[config.mk]
export PLATFORM = sky130hd
export DESIGN_NAME = arb_mux_n
export DESIGN_NICKNAME = d
export VERILOG_FILES = /design/src/rtl/mux_pkg.sv /design/src/rtl/arb_mux_n_rr_picker.sv /design/src/rtl/arb_mux_n.sv
export SDC_FILE = /design/constraint.sdc
export NUM_CORES = 1
export LEC_CHECK = 0
export CELL_PAD_IN_SITES_DETAIL_PLACEMENT = 0
export CELL_PAD_IN_SITES_GLOBAL_PLACEMENT = 1
export CORE_MARGIN = 5
export CORE_UTILIZATION = 24
export CTS_CLUSTER_DIAMETER = 30
export CTS_CLUSTER_SIZE = 24
export DETAILED_ROUTE_END_ITERATION = 10
export PLACE_DENSITY_LB_ADDON = 0.12
export REMOVE_ABC_BUFFERS = 1
export SKIP_LAST_GASP = 1
export SYNTH_ARGS = -nofsm -noshare
export SYNTH_HDL_FRONTEND = slang
export SYNTH_SLANG_ARGS = --single-unit
[constraint.sdc]
create_clock -name in_clk -period 2.7 [get_ports in_clk]
set_clock_uncertainty 0.2 [all_clocks]
set_input_delay 0.27 -clock in_clk [delete_from_list [all_inputs] [get_ports in_clk]]
set_output_delay 0.27 -clock in_clk [all_outputs]
set_load 0.03 [all_outputs]
[src/rtl/mux_pkg.sv]
// Shared defaults and mode encodings for the N-channel arbitrating output mux.
package mux_pkg;
  localparam int N_BIT_DEF = 32;
  localparam int N_CH_DEF  = 4;

  typedef enum logic {
    MODE_RR    = 1'b0,
    MODE_FIXED = 1'b1
  } arb_mode_e;
endpackage

[src/rtl/arb_mux_n_rr_picker.sv]
// Combinational grant picker: rotating scan from ptr, or fixed scan from index 0.
module rr_picker
  import mux_pkg::*;
#(
  parameter int n_ch  = N_CH_DEF,
  parameter int sel_w = $clog2(n_ch)
) (
  input  logic [n_ch-1:0]  req,
  input  logic [sel_w-1:0] ptr,
  input  logic             mode,
  output logic [sel_w-1:0] grant,
  output logic             any
);
  logic [sel_w-1:0] base;
  logic [sel_w-1:0] idx;
  logic             found;

  assign base = (mode == MODE_FIXED) ? '0 : ptr;
  assign any  = |req;

  // ptr is always < n_ch, so a wrap test replaces a modulo for non-power-of-2 n_ch.
  always_comb begin
    grant = '0;
    found = 1'b0;
    idx   = base;
    for (int k = 0; k < n_ch; k++) begin
      if (!found && req[idx]) begin
        grant = idx;
        found = 1'b1;
      end
      idx = (idx == sel_w'(n_ch - 1)) ? '0 : idx + 1'b1;
    end
  end
endmodule

[src/rtl/arb_mux_n.sv]
// N-channel arbitrating mux with a single registered output stage and backpressure.
module arb_mux_n
  import mux_pkg::*;
#(
  parameter  int n_bit = N_BIT_DEF,
  parameter  int n_ch  = N_CH_DEF,
  localparam int sel_w = $clog2(n_ch)
) (
  input  logic                  in_clk,
  input  logic                  in_reset,
  input  logic                  in_mode,
  input  logic [n_ch-1:0]       in_valid,
  input  logic [n_ch*n_bit-1:0] in_data,
  output logic [n_ch-1:0]       out_ch_ready,
  output logic                  out_valid,
  output logic [n_bit-1:0]      out_data,
  output logic [sel_w-1:0]      out_channel,
  input  logic                  in_dst_ready
);
  logic [n_ch-1:0][n_bit-1:0] data_arr;
  logic [sel_w-1:0]           ptr;
  logic [sel_w-1:0]           grant;
  logic                       any;
  logic                       load;
  logic                       accept;

  assign data_arr = in_data;
  assign load     = !out_valid || in_dst_ready;
  assign accept   = load && any && !in_reset;

  rr_picker #(.n_ch(n_ch), .sel_w(sel_w)) u_picker (
    .req   (in_valid),
    .ptr   (ptr),
    .mode  (in_mode),
    .grant (grant),
    .any   (any)
  );

  always_comb begin
    out_ch_ready = '0;
    if (accept) out_ch_ready[grant] = 1'b1;
  end

  // Pointer advances past the winner in both modes so a later switch to RR stays fair.
  always_ff @(posedge in_clk) begin
    if (in_reset) begin
      out_valid   <= 1'b0;
      out_data    <= '0;
      out_channel <= '0;
      ptr         <= '0;
    end else if (load) begin
      if (any) begin
        out_valid   <= 1'b1;
        out_data    <= data_arr[grant];
        out_channel <= grant;
        ptr         <= (grant == sel_w'(n_ch - 1)) ? '0 : grant + 1'b1;
      end else begin
        out_valid <= 1'b0;
      end
    end
  end
endmodule

==> summary.txt <==
Detailed routing
  • 1st-pass router iterations: 4
  • Post-DR vias/cell: 4.93
  • Post-DRT Antenna Nets: 0
  • Drt initial violations: about 120
  • Via count: ~3,300
  • Drt wl/cell: 17.8 um
  • Post-Route WL: 11,900 um
  • Number of remaining DRC errors: 0

Pwr
  • Sw frac: 0.444
  • Comb power frac: 0.656
  • Max VDD drop: roughly 0.00026 V
  • Net Sw Power: 1.60 mW
  • Final Total Pwr: 3.61 mW
  • Leak: 1.90 nW
  • Clock power frac: 0.112
  • Sequential Power Share: 0.232
  • Internal power: ~2.0 mW
  • Pwr/cell area: 724 nW/um^2

GRT
  • Busiest grt layer: met2
  • All-Layer GR Usage: 0.175
  • Met1 Use GR: 0.217
  • First-pass GRT wire length: 18,200 um
  • Largest net degree at the start of global routing: 33
  • Met3 Use GR: 0.0547
  • Initial antenna violation count: 0
  • GR Util met2: 0.301
  • Vias in the first global route: 3,535
  • Overflow after GRT: 0

Critical path
  • Slowest CP cell: dfxtp_4
  • Crit-path cells: buf_6, mux2i_4, o21ai_2, a21o_1, a31oi_4, nor2_8, inv_4, ha_2, and2_4, buf_6
  • Max FO, Critical Path: 6
  • CP Data Arrival Time: 2.19 ns
  • Worst Setup End Kind: output port
  • Critical path's largest stage delay: about 0.40 ns
  • CP Class: reg2out
  • Most used cell, CP: buf_6
  • Crit path launch type: flip-flop
  • CP required: 2.23 ns

Floorplanning
  • Ports: approximately 180
  • Die area: 13,200 um^2
  • Die Span Y: between 100 and 150 um
  • Chip Width: 115 um
  • Starting density of the core: 0.244
  • FP Rows: 38
  • CORE AREA: roughly 11,000 um^2

Placed design
  • Final GP Congestion: 0.815
  • Pre-CTS WS: -0.243 ns
  • IO Port Bufs: 174
  • Post-DP Area: 4750 um^2
  • DPL Wire Length: 8860 um

Synthesis
  • Seq/Total Area, Yosys: 0.281
  • Post-synthesis register bit count: 37
  • Syn Area/Cell: 7.92 um^2
  • Synth Instances: 333
  • Post-Syn Area: ~2600 um^2
  • Ys Warns: 0
  • Cell variety after synth: 42

Min path
  • Min-delay worst type: reg2reg

Timing
  • Fin crit period: between 2 and 3 ns
  • Endpoints failing hold: 0
  • Max-slew violation total from the final report: 0
  • Worst slew margin: 0.726
  • Setup TNS: 0 ns
  • Fmax: 376 MHz
  • Final Cycle Share: 0.985
  • Unrepaired setup endpoints after global routing: true
  • Final Setup Violations: 0
  • Final critical-path setup slack: about 0.040 ns
  • Worst slew pin tran: 0.410 ns

Clock network
  • H-tree levels: 2
  • CTS tree: built
  • Clock slew at reported path FFs: ~0.09 ns
  • Clock Sinks: 37
  • Hold_buf cts: 0
  • Maximum clock path buffer count: 2
  • Clock latency on the worst-skew pair: 0.29 ns
  • Clk root buf: clkbuf_8
  • CTS Buf Count: 5

Flow run
  • Max_cap viols: 0

Layout
  • Leading cell type in the layout, fill and taps excluded: clkdlybuf4s50_1
  • Layout cells sized above 1: 0.169
  • Design area: 4990 um^2
  • Most frequent cells in the layout: 165 x clkdlybuf4s50_1, 69 x nand2_1, 44 x buf_4, 35 x dfxtp_1
  • P&R area growth vs syn: 89.0%
  • Fin util: 0.462
  • ANT cells: 0
  • Fin nets: 667

Outcome
  • Status: complete, no violations
[layer usage]
| layer | vias up | share of wire | wire length, um |
|---|---|---|---|
| met1 | 1533 | 0.43 | 5090 |
| li1 | 1646 | - | - |
| met5 | - | 0 | 0 |
| met4 | 0 | 0.0072 | 86 |
| met2 | 119 | 0.49 | 5870 |
| met3 | 8 | 0.075 | 900 |
[power groups by stage]
stage                     Combinational, mW  Clock (mW)  Sequential [mW]
after floorplan                       0.811           0             1.16
after global placement                 2.23           0            0.838
after detailed placement               2.23           0            0.843
after CTS                              2.33       0.419            0.835
after global routing                   2.54       0.440            0.858
final                                  2.37       0.405            0.838
[layout make-up]
type / count / area (um^2)
Clock inverter: 2 / 10.0
Sequential cell: 37 / 748
Timing Repair Buffer: 223 / 2160
Tap cell: 140 / 175
Clock buffer: 6 / 72.6
Multi-Input combinational cell: 259 / 1810
Fill cell: 1089 / 5800
Inverter: 4 / 17.5
[cells by family after synthesis]
family	after synthesis	synth area share
AOI/OAI and AO/OA	87	0.241
and+or+nand+nor	134	0.254
DFF	37	0.281
adders and majority gates	1	0.00474
muxes	37	0.141
buffers and inverters	37	0.0778
[sequential cells by signal (all words and copies together) (netlist names)]
name / flops
out_data: 32
ptr: 2
out_valid: 1
out_channel: 2
[worst max-delay path: cells and delay by family, from the launching register on]
| family | cells | cell delay [ns] |
|---|---|---|
| AOI/OAI and AO/OA | 3 | 0.56 |
| muxes | 1 | 0.22 |
| DFF | 1 | 0.40 |
| adders and majority gates | 1 | 0.17 |
| and+or+nand+nor | 2 | 0.21 |
| buffers and inverters | 3 | 0.33 |
[cell usage after synthesis]
cell type | count | area, um^2
a21oi_2 | 1 | 8.76
a211oi_2 | 1 | 12.5
buf_6 | 4 | 45.0
buf_4 | 6 | 45.0
mux2i_1 | 35 | 350
nand2b_1 | 4 | 25.0
a32oi_2 | 1 | 16.3
nand4_1 | 1 | 6.26
nand3_1 | 2 | 10.0
nor3_1 | 1 | 5.00
nor2b_1 | 5 | 31.3
a21boi_4 | 1 | 18.8
clkbuf_1 | 12 | 45.0
inv_1 | 3 | 11.3
nand2_1 | 70 | 263
a21o_1 | 2 | 15.0
o21ai_1 | 4 | 20.0
buf_2 | 11 | 55.1
o211ai_1 | 32 | 240
a31oi_4 | 1 | 21.3
o22ai_1 | 1 | 6.26
nand2b_4 | 1 | 13.8
a21oi_1 | 4 | 20.0
inv_2 | 1 | 3.75
nor4_1 | 33 | 206
a211o_1 | 1 | 8.76
o21a_1 | 1 | 7.51
dfxtp_1 | 37 | 741
nand3b_1 | 3 | 22.5
nor3b_1 | 2 | 15.0
nor4bb_1 | 1 | 10.0
ha_1 | 1 | 12.5
nor2_8 | 1 | 20.0
a31oi_1 | 32 | 200
o31ai_2 | 1 | 12.5
o22a_1 | 1 | 8.76
o21ai_0 | 1 | 5.00
and2_1 | 2 | 12.5
a211oi_1 | 2 | 15.0
mux2_1 | 1 | 11.3
mux2_2 | 1 | 11.3
nor2_1 | 8 | 30.0
[final timing paths]
check / from / slack (ns) / to / depth (start not counted)
setup / recovery: ptr[1]$_SDFFE_PP0N_ / 0.04 / out_ch_ready[3] / 10
hold / removal: out_data[14]$_SDFFE_PP0N_ / 0.28 / out_data[14]$_SDFFE_PP0N_ / 2
setup reg to reg: ptr[0]$_SDFFE_PP0N_ / 0.24 / out_data[29]$_SDFFE_PP0N_ / 8
hold reg to reg: out_data[14]$_SDFFE_PP0N_ / 0.28 / out_data[14]$_SDFFE_PP0N_ / 2
[timing repair]
action / 4_1_cts / 5_1_grt
setup endpoints to repair: 4 / 5
pin swaps: 9 / 7
buffers inserted: 5 / 2
resized for setup: 23 / 17
[stage by stage]
step,instances,hold WS (ns)
2_1_floorplan,300,0.139
3_3_place_gp,656,0.263
3_5_place_dp,656,0.271
4_1_cts,669,0.290
5_1_grt,671,0.311
6_report,671,0.284
Note: power is estimated with default switching activity, not from simulation.
